$ cat src/rtl/bcd2binary.sv
// rtl/bcd2binary.sv - multi-cycle packed-BCD to binary converter (reverse double dabble)
module bcd2binary #(
   parameter int DIGITS = 3,
   parameter int BIN_W  = 10
) (
   input  logic                  clk,
   input  logic                  rst_n,
   input  logic                  start,
   input  logic [4*DIGITS-1:0]   bcd,
   output logic [BIN_W-1:0]      bin,
   output logic                  busy,
   output logic                  done,
   output logic                  err
);

   localparam int SR_W  = 4*DIGITS + BIN_W;
   localparam int CNT_W = $clog2(BIN_W + 1);

   typedef enum logic [1:0] {IDLE, CONV, DONE} state_t;

   state_t             state_q;
   logic [SR_W-1:0]    sr_q, sr_d;
   logic [CNT_W-1:0]   cnt_q;
   logic [BIN_W-1:0]   bin_q;
   logic               busy_q, done_q, err_q;
   logic               bad_digit;
   logic               last_iter;

   always_comb begin
      bad_digit = 1'b0;
      for (int i = 0; i < DIGITS; i++) begin
         if (bcd[4*i +: 4] > 4'd9) bad_digit = 1'b1;
      end
   end

   // One reverse double-dabble step: shift right, then correct digits that borrowed a 10 into bit 3.
   always_comb begin
      sr_d = sr_q >> 1;
      for (int i = 0; i < DIGITS; i++) begin
         if (sr_d[BIN_W + 4*i +: 4] >= 4'd8)
            sr_d[BIN_W + 4*i +: 4] = sr_d[BIN_W + 4*i +: 4] - 4'd3;
      end
   end

   assign last_iter = (cnt_q == CNT_W'(BIN_W - 1));

   always_ff @(posedge clk or negedge rst_n) begin
      if (!rst_n) begin
         state_q <= IDLE;
         sr_q    <= '0;
         cnt_q   <= '0;
         bin_q   <= '0;
         busy_q  <= 1'b0;
         done_q  <= 1'b0;
         err_q   <= 1'b0;
      end else begin
         done_q <= 1'b0;
         case (state_q)
            IDLE: begin
               if (start) begin
                  busy_q <= 1'b1;
                  if (bad_digit) begin
                     err_q   <= 1'b1;
                     bin_q   <= '0;
                     state_q <= DONE;
                  end else begin
                     sr_q    <= {bcd, {BIN_W{1'b0}}};
                     cnt_q   <= '0;
                     err_q   <= 1'b0;
                     state_q <= CONV;
                  end
               end
            end
            CONV: begin
               sr_q  <= sr_d;
               cnt_q <= cnt_q + 1'b1;
               if (last_iter) begin
                  bin_q   <= sr_d[BIN_W-1:0];
                  state_q <= DONE;
               end
            end
            DONE: begin
               done_q  <= 1'b1;
               busy_q  <= 1'b0;
               state_q <= IDLE;
            end
            default: begin
               busy_q  <= 1'b0;
               state_q <= IDLE;
            end
         endcase
      end
   end

   assign bin  = bin_q;
   assign busy = busy_q;
   assign done = done_q;
   assign err  = err_q;

endmodule

$ cat config.mk
export PLATFORM = sky130hd
export DESIGN_NAME = bcd2binary
export DESIGN_NICKNAME = d
export VERILOG_FILES = /design/src/rtl/bcd2binary.sv
export SDC_FILE = /design/constraint.sdc
export NUM_CORES = 1
export LEC_CHECK = 0
export ABC_AREA = 1
export CORE_MARGIN = 2
export CORE_UTILIZATION = 58
export CTS_CLUSTER_DIAMETER = 50
export DETAILED_ROUTE_END_ITERATION = 12
export PLACE_DENSITY = 0.83
export SYNTH_ARGS = -nofsm -noshare
export SYNTH_HDL_FRONTEND = slang
export SYNTH_SLANG_ARGS = --single-unit
$ cat constraint.sdc
create_clock -name clk -period 1.8 [get_ports clk]
set_input_delay 0.36 -clock clk [delete_from_list [all_inputs] [get_ports clk]]
set_output_delay 0.36 -clock clk [all_outputs]
set_load 0.005 [all_outputs]
==> results.txt, run 1 <==
CP Capture Type: output port
Starting Density: 59.7%
period utilization: 87.8%
Syn Area/Cell: 7.91 um2
largest family of logic cells by synthesized area: simple AND/OR/NAND/NOR gates
Clock Latency Late Sink: 340 ps
PortBufs: 27
Seq pwr share: 42.3%
vias per inst: 5.10
placed cell count: 324
delay of the slowest critical-path stage: 500 ps
XOR/XNOR Fraction of Synth Area: 0%
final cell count without fillers: 332
post-synth cell types: 22
buffers from clock root to sink, at most: 2
CTS clk-pin slew, worst paths: 110 ps
# rows: 21
WP depth: 1
min-delay worst type: input port to asynchronous set/reset pin
CTS hold repair buffers: 0
Synth Register Bits: 40
cell-internal power: 2.08 mW
CTS-repair resized insts: 0
Setup-failing EPs final: 0
average wire per standard cell: 11.9 um
Sw Share: 40.6%
CP Cell Sequence: clkdlybuf4s50_1
worst-path maximum fanout: 2
Syn Nets: 271
WS Path Type: register to output port
via count: 1693
VDD IR-drop max: 0.000762 V
critical path data arrival time: 1220 ps
CTS sink cnt: 40
Critical Path Start Type: register
Clock Power Share: 16.5%
ANT cells: 0
Die Footprint: 3890 um2
HPWL Detailed: 2.80 mm
ANT nets after route: 0
CTS tree: yes
CTS Buf Count: 5
Top Family by Delay on Critical Path: buffers and inverters
# IOs: 28
mux share of post-synthesis cell area: 0%
number of DRC markers in iteration 0: 142
Synth Area in Simple Gates: 35.8%
Psw: 1.42 mW
Final GP Congestion: 0.794
post-synthesis adder-cell area fraction: 3.80%
Crit-path slowest cell: clkdlybuf4s50_1
Synth Instances: 250
post-CTS setup buffer count: 0
htree depth: 2
worst path required time: 1440 ps
CTS root buffer: clkbuf_4
number of remaining DRC errors: 0
Worst Clk Skew: 4.22 ps
endpoints failing hold: 0
global route total overflow: 0
total track usage: 23.9%
CP Buf/Inv Count: 1
Mapped Area: 1980 um2
setup TNS: 0 ps
unrepaired setup endpoints after global routing: false
Nets: 306
Seq/Total Area, Yosys: 50.6%
Ys Warns: 0
first-pass GRT wire length: 7.32 mm
first-pass iteration count of the detailed router: 4
status: finished, final reports clean
reg2reg path depth: 8
Die Ht: 62.4 um
R2R setup slack: 340 ps
post-layout min period: 1580 ps
commonest non-fill, non-tap cells in the layout: nand2_1, dfrtp_1, clkdlybuf4s50_1
number of global-route vias before repair: 1625
layout cell share with drive strength beyond 1: 9.79%
Max Cap Viol: 0
fillers: 270
WL final: 3.96 mm
P&R area growth vs syn: 21.7%
final slew viol count: 0
compound-gate portion of the synthesized area: 3.99%
Worst-Margin Slew: 485 ps
Core ar.: 3310 um2
Pleak: 1.30 nW
worst relative slew slack: 67.7%
most common cell after layout, fill and taps aside: nand2_1
DIE WIDTH: 62.4 um
Max Clk Rate: 0.633 GHz
initial antenna violation count: 0
largest net degree at the start of global routing: 41
Logic pwr share: 41.2%
pwr dens: 1460 nW/um2
[cell type report]
class                      instances  area (um2)  share of cell area, %
multi-input combinational        186         862                   35.8
inverter                          15        56.3                   2.34
clock inverter                     2        35.0                   1.46
clock buffer                       6        41.3                   1.72
timing repair buffer              37         353                   14.7
sequential                        40        1000                   41.6
tap                               46        57.6                   2.39
[metrics by stage]
step                      instance area (um2)  util (%)  setup WS (ps)  hold WS (ps)  power [mW]
final                                    2410      72.7            220          44.0        3.50
after floorplan                          1980         -            558          64.4        2.44
after CTS                                2410      72.7            195          53.4        3.52
after detailed placement                 2330      70.4          -13.3           442        2.93
after global routing                     2410      72.7            149          72.4        3.83
after global placement                   2330      70.4           49.5           442        2.87
[logic make-up (layout without fill, tap and decap cells)]
kind of cell	after synthesis	in the layout
adder cells (fa/ha/maj)	6	6
flip-flops	40	40
buffers and inverters	24	60
AND/OR/NAND/NOR	166	166
AO/OA/AOI/OAI	14	14
[power groups by stage]
| stage | combinational, mW | clock (mW) | sequential [mW] |
|---|---|---|---|
| 2_1_floorplan | 1.02 | 0 | 1.43 |
| 3_3_place_gp | 1.39 | 0 | 1.48 |
| 3_5_place_dp | 1.44 | 0 | 1.49 |
| 4_1_cts | 1.45 | 0.596 | 1.48 |
| 5_1_grt | 1.66 | 0.644 | 1.53 |
| 6_report | 1.44 | 0.578 | 1.48 |
[synthesized netlist by cell type, drive strengths merged]
| cell | count | area share (%) |
|---|---|---|
| nand2 | 124 | 24 |
| dfrtp | 40 | 51 |
| nand3 | 20 | 5.1 |
| inv | 14 | 2.7 |
| nand4 | 11 | 3.5 |
| o21ai | 9 | 2.5 |
| buf | 7 | 2.5 |
| ha | 6 | 3.8 |
| nor2 | 4 | 0.76 |
| or2 | 4 | 1.3 |
| a21oi | 3 | 0.76 |
| clkbuf | 2 | 0.38 |
| nand3b | 2 | 0.76 |
| o21bai | 2 | 0.76 |
| and2 | 1 | 0.32 |
| clkinv | 1 | 0.19 |
[registers in the layout, indices dropped and copies added (netlist names)]
name / flops
sr_q: 21
bin: 10
cnt_q: 4
state_q: 2
busy: 1
done: 1
err: 1
[worst paths after layout]
check / endpoint / from
min in group clk: bin[6] / bin[6]
worst min register to register: bin[6] / bin[6]
worst max register to register: sr_q[1] / state_q[1]
worst min-delay path: err / rst_n
max in group asynchronous: bin[2] / rst_n
worst max-delay path: busy / busy
[layer usage]
layer | global-route usage (%) | routed length, um | up-vias
li1 | - | - | 866
met1 | 31.9 | 1810 | 782
met2 | 39.1 | 1930 | 39
met3 | 5.05 | 179 | 6
met4 | 8.33 | 51 | 0
met5 | 0 | 0 | -
No activity file was read; power rests on OpenSTA's default activity.
==> run 2: changes to the inputs <==
Settings changed: ABC_AREA 1 to 0, CORE_UTILIZATION 58 to 57, GPL_TIMING_DRIVEN from default to 0.
==> run 2 against run 1 <==
  * Synthesized cell count down 35%
  * Core utilization up 0.94 points
  * Highest routed layer unchanged
  * Total power shrank 6.5%
  * Critical endpoint is now sr_q[13]
  * Largest cell class unchanged
  * Combinational power fell by 18%
  * Sequential cell count stayed put
  * Routed wire length down 8.4%
==> results.txt, run 2 <==
Max Cap Viol: 0 (unchanged)
top-count cell post-synth: dfrtp_1
Yosys top cell area share: 53.8% (+3.2 points)
largest register by flop count: sr_q
asr flop ratio synth: 100% (unchanged)
VDD IR-drop max: 0.000800 V (+4.9%)
Pleak: 1.03 nW (-21%)
Post-synth EDFFs: 0 (unchanged)
vias per inst: 5.60 (+9.8%)
total track usage: 22.8% (-1.1 points)
post-synth cell types: 30 (+36%)
CTS Buf Count: 5 (unchanged)
Setup-failing EPs final: 0 (unchanged)
Synth Instances: 163 (-35%)
Critical Path Start Type: input port
# IOs: 28 (unchanged)
Die Ht: 61.1 um (-2.0%)
Synth Register Bits: 40 (unchanged)
ANT cells: 0 (unchanged)
CTS tree: yes
Critical R2R Launch: state_q[0]
number of global-route vias before repair: 1272 (-22%)
Final Util: 73.6% (+0.94 points)
critical path data arrival time: 1950 ps (+730 ps)
Largest register FFs: 21 (unchanged)
worst-path maximum fanout: 4 (+2)
reg2reg path depth: 4 (-4)
pwr dens: 1450 nW/um2 (-0.73%)
first-pass iteration count of the detailed router: 4 (unchanged)
ys flop type: dfrtp_1
Syn Area/Cell: 11.4 um2 (+44%)
CP Capture Type: register
largest net degree at the start of global routing: 41 (unchanged)
Syn Nets: 184 (-32%)
post-CTS setup buffer count: 0 (unchanged)
Yosys top cell by area: dfrtp_1
Final GP Congestion: 0.749 (-5.7%)
Max Clk Rate: 0.605 GHz (-4.4%)
Nets: 218 (-29%)
ANT nets after route: 0 (unchanged)
most common cell after layout, fill and taps aside: dfrtp_1
WS Path Type: input port to register
HPWL Detailed: 2.53 mm (-9.6%)
Ys Warns: 0 (unchanged)
final slew viol count: 0 (unchanged)
buffers from clock root to sink, at most: 2 (unchanged)
worst path required time: 2100 ps (+660 ps)
Clock Latency Late Sink: 360 ps (+20 ps)
Worst-Margin Slew: 871 ps (+387 ps)
P&R area growth vs syn: 21.8% (about the same)
via count: 1355 (-20%)
Mapped Area: 1860 um2 (-5.9%)
average wire per standard cell: 15.0 um (+26%)
initial antenna violation count: 0 (unchanged)
period utilization: 91.8% (+4.0 points)
first-pass GRT wire length: 6.14 mm (-16%)
WL final: 3.63 mm (-8.4%)
Worst Clk Skew: 6.69 ps (+2.46 ps)
PortBufs: 27 (unchanged)
CTS sink cnt: 40 (unchanged)
worst relative slew slack: 41.9% (-26 points)
worst setup margin: 148 ps (-72.0 ps)
Die Footprint: 3740 um2 (-4.0%)
htree depth: 2 (unchanged)
CTS clk-pin slew, worst paths: 130 ps (+20 ps)
top post-synthesis cells by area: dfrtp_1, a22o_2, a22o_1, ha_1, mux2i_1
Setup crit start: start
global route total overflow: 0 (unchanged)
unrepaired setup endpoints after global routing: false
CTS root buffer: clkbuf_4
DIE WIDTH: 61.1 um (-2.0%)
Seq/Total Area, Yosys: 53.8% (+3.2 points)
endpoints failing hold: 0 (unchanged)
# rows: 20 (-4.8%)
Commonest cells post-synth: dfrtp_1, nand2_1, o21ai_1
commonest non-fill, non-tap cells in the layout: dfrtp_1, clkdlybuf4s50_1, nand2_1
Core ar.: 3080 um2 (-7.0%)
hold slack: 108 ps (+64.4 ps)
number of remaining DRC errors: 0 (unchanged)
CTS hold repair buffers: 0 (unchanged)
number of DRC markers in iteration 0: 90 (-37%)
status: finished, final reports clean
Starting Density: 60.4% (+0.73 points)
DP Worst Slack: -171 ps (-158 ps)
layout cell share with drive strength beyond 1: 16.7% (+6.9 points)
CTS-repair resized insts: 0 (unchanged)
post-layout min period: 1650 ps (+72.0 ps)
min-delay worst type: input port to asynchronous set/reset pin
-- run 2: cell type report --
| cell class | count | area [um2] |
|---|---|---|
| fill | 222 | 812 |
| sequential | 40 | 1000 |
| clock inverter | 3 | 47.5 |
| timing repair buffer | 27 | 265 |
| tap | 44 | 55.1 |
| clock buffer | 5 | 37.5 |
| inverter | 10 | 37.5 |
| multi-input combinational | 105 | 751 |
| buffer | 8 | 71.3 |
-- run 2: where the power goes --
part	internal (mW)	switching (mW)
Combinational	0.589	0.588
Clock	0.297	0.313
Sequential	1.19	0.298
Total	2.08	1.20
-- run 2: cells by family (layout without fill, tap and decap cells) --
logic type      Yosys count  count (layout)  share of synthesized area, %
fa+ha+maj                 6               6                          4.03
buf+inv                  18              53                          5.85
xor+xnor                  4               4                          1.88
mux                       7               7                          3.77
simple gates             35              35                          8.94
flops                    40              40                          53.8
compound gates           53              53                          21.7
-- run 2: metrics by stage --
step / cell area, um2 / cells / TNS, ps / total power [mW]
after CTS: 2270 / 242 / 0 / 3.30
after global placement: 2190 / 234 / -24830 / 2.61
after global routing: 2270 / 242 / 0 / 3.52
final: 2270 / 242 / 0 / 3.28
after detailed placement: 2180 / 234 / -4110 / 2.68
after floorplan: 1860 / 163 / 0 / 2.30
-- run 2: critical path, cell delays in order --
cell and delay, ps:
clkdlybuf4s50_1 540, nor3b_1 390, nand4_1 300, o22ai_1 240, a31o_2 120
-- run 2: worst paths after layout --
| kind | slack (ps) | end |
|---|---|---|
| setup / recovery | 150 | sr_q[13] |
| hold / removal | 110 | state_q[0] |
| setup reg to reg | 220 | sr_q[13] |
| hold reg to reg | 510 | busy |
| max in group asynchronous | 1150 | sr_q[17] |
| min in group clk | 510 | busy |
-- run 2: layer usage --
layer	track usage (%)	part of all wire (%)	vias to the layer above
met5	0	0	-
met4	5.59	0.94	0
met3	6.30	4.8	5
met2	34.8	47	34
met1	32.6	48	671
li1	-	-	645
==> run 3: changes to the inputs <==
Settings changed: CTS_CLUSTER_SIZE from default to 40, GPL_TIMING_DRIVEN 0 to default.
==> run 3 against run 2 <==
  * Combinational power about the same
  * Hold slack got worse by 71 ps
  * Setup slack improved by 45 ps
  * Routed wire length is 2.5% higher
  * Clock skew grew 4.4 ps
  * Critical path type is now register to output port
==> results.txt, run 3 (synthesized netlist as in run 2, its figures left out) <==
period utilization: 89.3% (-2.5 points)
Seq pwr share: 45.7% (+0.2 points)
Crit-path slowest cell: clkdlybuf4s50_1
HPWL Detailed: 2.58 mm (+2.0%)
# IOs: 28 (unchanged)
CP Cell Sequence: clkdlybuf4s50_1
CP Capture Type: output port
CTS hold repair buffers: 0 (unchanged)
Clock Latency Late Sink: 360 ps (about the same)
Sw Share: 36.3% (-0.26 points)
reg2reg path depth: 5 (+1)
number of global-route vias before repair: 1380 (+8.5%)
CTS sink cnt: 40 (unchanged)
CP Buf/Inv Count: 1 (unchanged)
placed cell count: 240 (+2.6%)
global route total overflow: 0 (unchanged)
delay of the slowest critical-path stage: 510 ps (-30 ps)
total track usage: 23.5% (+0.74 points)
Worst Clk Skew: 11.1 ps (+4.40 ps)
Most Crowded Layer GR: met2
Critical Path Start Type: register
initial antenna violation count: 0 (unchanged)
min-delay worst type: input port to asynchronous set/reset pin
met3 Resource Use GR: 5.46% (-0.84 points)
final cell count without fillers: 248 (+2.5%)
PnR Total Power: 3.28 mW (about the same)
fillers: 235 (+5.9%)
worst relative slew slack: 66.8% (+25 points)
Starting Density: 60.4% (unchanged)
Die Footprint: 3740 um2 (unchanged)
Multi-input gate area: 751 um2 (unchanged)
DP Worst Slack: -92.4 ps (+78.8 ps)
largest net degree at the start of global routing: 41 (unchanged)
Nets: 224 (+2.8%)
VDD IR-drop max: 0.000725 V (-9.3%)
Final Util: 74.7% (+1.1 points)
most common cell after layout, fill and taps aside: dfrtp_1
worst-path maximum fanout: 2 (-2)
Core ar.: 3080 um2 (unchanged)
largest register by flop count: sr_q
R2R setup slack: 330 ps (+110 ps)
post-layout min period: 1610 ps (-45.0 ps)
WS Path Type: register to output port
cell-internal power: 2.09 mW (+0.38%)
worst setup margin: 193 ps (+45.0 ps)
Pleak: 1.04 nW (+1.9%)
number of remaining DRC errors: 0 (unchanged)
CTS root buffer: clkbuf_4
worst path required time: 1440 ps (-660 ps)
CTS-repair resized insts: 0 (unchanged)
pwr dens: 1430 nW/um2 (-1.4%)
buffers from clock root to sink, at most: 2 (unchanged)
Top Family by Delay on Critical Path: buffers and inverters
CTS tree: yes
status: finished, final reports clean
Logic pwr share: 35.5% (-0.4 points)
CTS clk-pin slew, worst paths: 130 ps (about the same)
Largest register FFs: 21 (unchanged)
ANT nets after route: 0 (unchanged)
DIE WIDTH: 61.1 um (unchanged)
met2 usage: 34.8% (unchanged)
Max Cap Viol: 0 (unchanged)
ANT cells: 0 (unchanged)
Setup-failing EPs final: 0 (unchanged)
register area: 1000 um2 (unchanged)
critical path data arrival time: 1250 ps (-700 ps)
first-pass GRT wire length: 6.32 mm (+2.9%)
Critical R2R Launch: state_q[0]
layout cell share with drive strength beyond 1: 19.1% (+2.5 points)
commonest non-fill, non-tap cells in the layout: dfrtp_1, clkdlybuf4s50_1, nand2_1, buf_4, o21ai_1
PortBufs: 27 (unchanged)
CTS Buf Count: 5 (unchanged)
P&R area growth vs syn: 23.5%
hold slack: 37.1 ps (-71.3 ps)
WL final: 3.72 mm (+2.5%)
average wire per standard cell: 15.0 um (about the same)
Final GP Congestion: 0.852 (+14%)
first-pass iteration count of the detailed router: 4 (unchanged)
unrepaired setup endpoints after global routing: false
Max Clk Rate: 0.622 GHz (+2.8%)
final slew viol count: 0 (unchanged)
post-CTS setup buffer count: 0 (unchanged)
Clock Power Share: 18.8% (+0.2 points)
Die Ht: 61.1 um (unchanged)
via count: 1372 (+1.3%)
Worst-Margin Slew: 498 ps (-373 ps)
endpoints failing hold: 0 (unchanged)
Psw: 1.19 mW (-0.72%)
met1 Usage GRT: 32.2% (-0.40 points)
# rows: 20 (unchanged)
R2R Path End: cnt_q[2]
htree depth: 2 (unchanged)
vias per inst: 5.53 (-1.2%)
number of DRC markers in iteration 0: 72 (-20%)
-- run 3: cell types whose count changed in the layout (fill, tap and decap cells not counted) --
cell	previous run	this run
buf_4	0	14
buf_6	5	0
buf_2	4	1
clkinv_4	2	0
clkinvlp_4	0	1
inv_6	0	1
-- run 3: routing by layer --
metal / wire length [um] / part of all wire [%]
met1: 1680 / 45
met2: 1760 / 47
met3: 188 / 5.1
met4: 86 / 2.3
met5: 0 / 0
-- run 3: through the flow --
| step | cell area, um2 | setup TNS (ps) |
|---|---|---|
| finish | 2300 | 0 |
| global route | 2300 | 0 |
| CTS | 2300 | 0 |
| detailed placement | 2210 | -1560 |
| global placement | 2210 | -479 |
| floorplan | 1860 | 0 |
-- run 3: worst max path at each step --
stage	slack (ps)	depth (start not counted)	start	to
2_1_floorplan	430	4	bcd[6]	sr_q[17]
3_3_place_gp	-50	5	start	sr_q[4]
3_5_place_dp	-90	5	start	sr_q[2]
4_1_cts	170	1	bin[6]	bin[6]
5_1_grt	140	1	bin[2]	bin[2]
6_report	190	1	bin[6]	bin[6]
-- run 3: cell type report --
type | count | share of cell area [%]
clock buffers | 5 | 1.63
repair buffers | 41 | 16.1
clock inverters | 3 | 2.01
flip-flops and latches | 40 | 43.5
multi-input cells | 105 | 32.7
inverters | 10 | 1.63
well taps | 44 | 2.40
-- run 3: power groups by stage --
stage / clock, mW / combinational [mW] / sequential, mW
3_3_place_gp: 0 / 1.11 / 1.48
6_report: 0.616 / 1.16 / 1.50
2_1_floorplan: 0 / 0.870 / 1.43
3_5_place_dp: 0 / 1.16 / 1.50
4_1_cts: 0.631 / 1.17 / 1.49
5_1_grt: 0.665 / 1.31 / 1.53
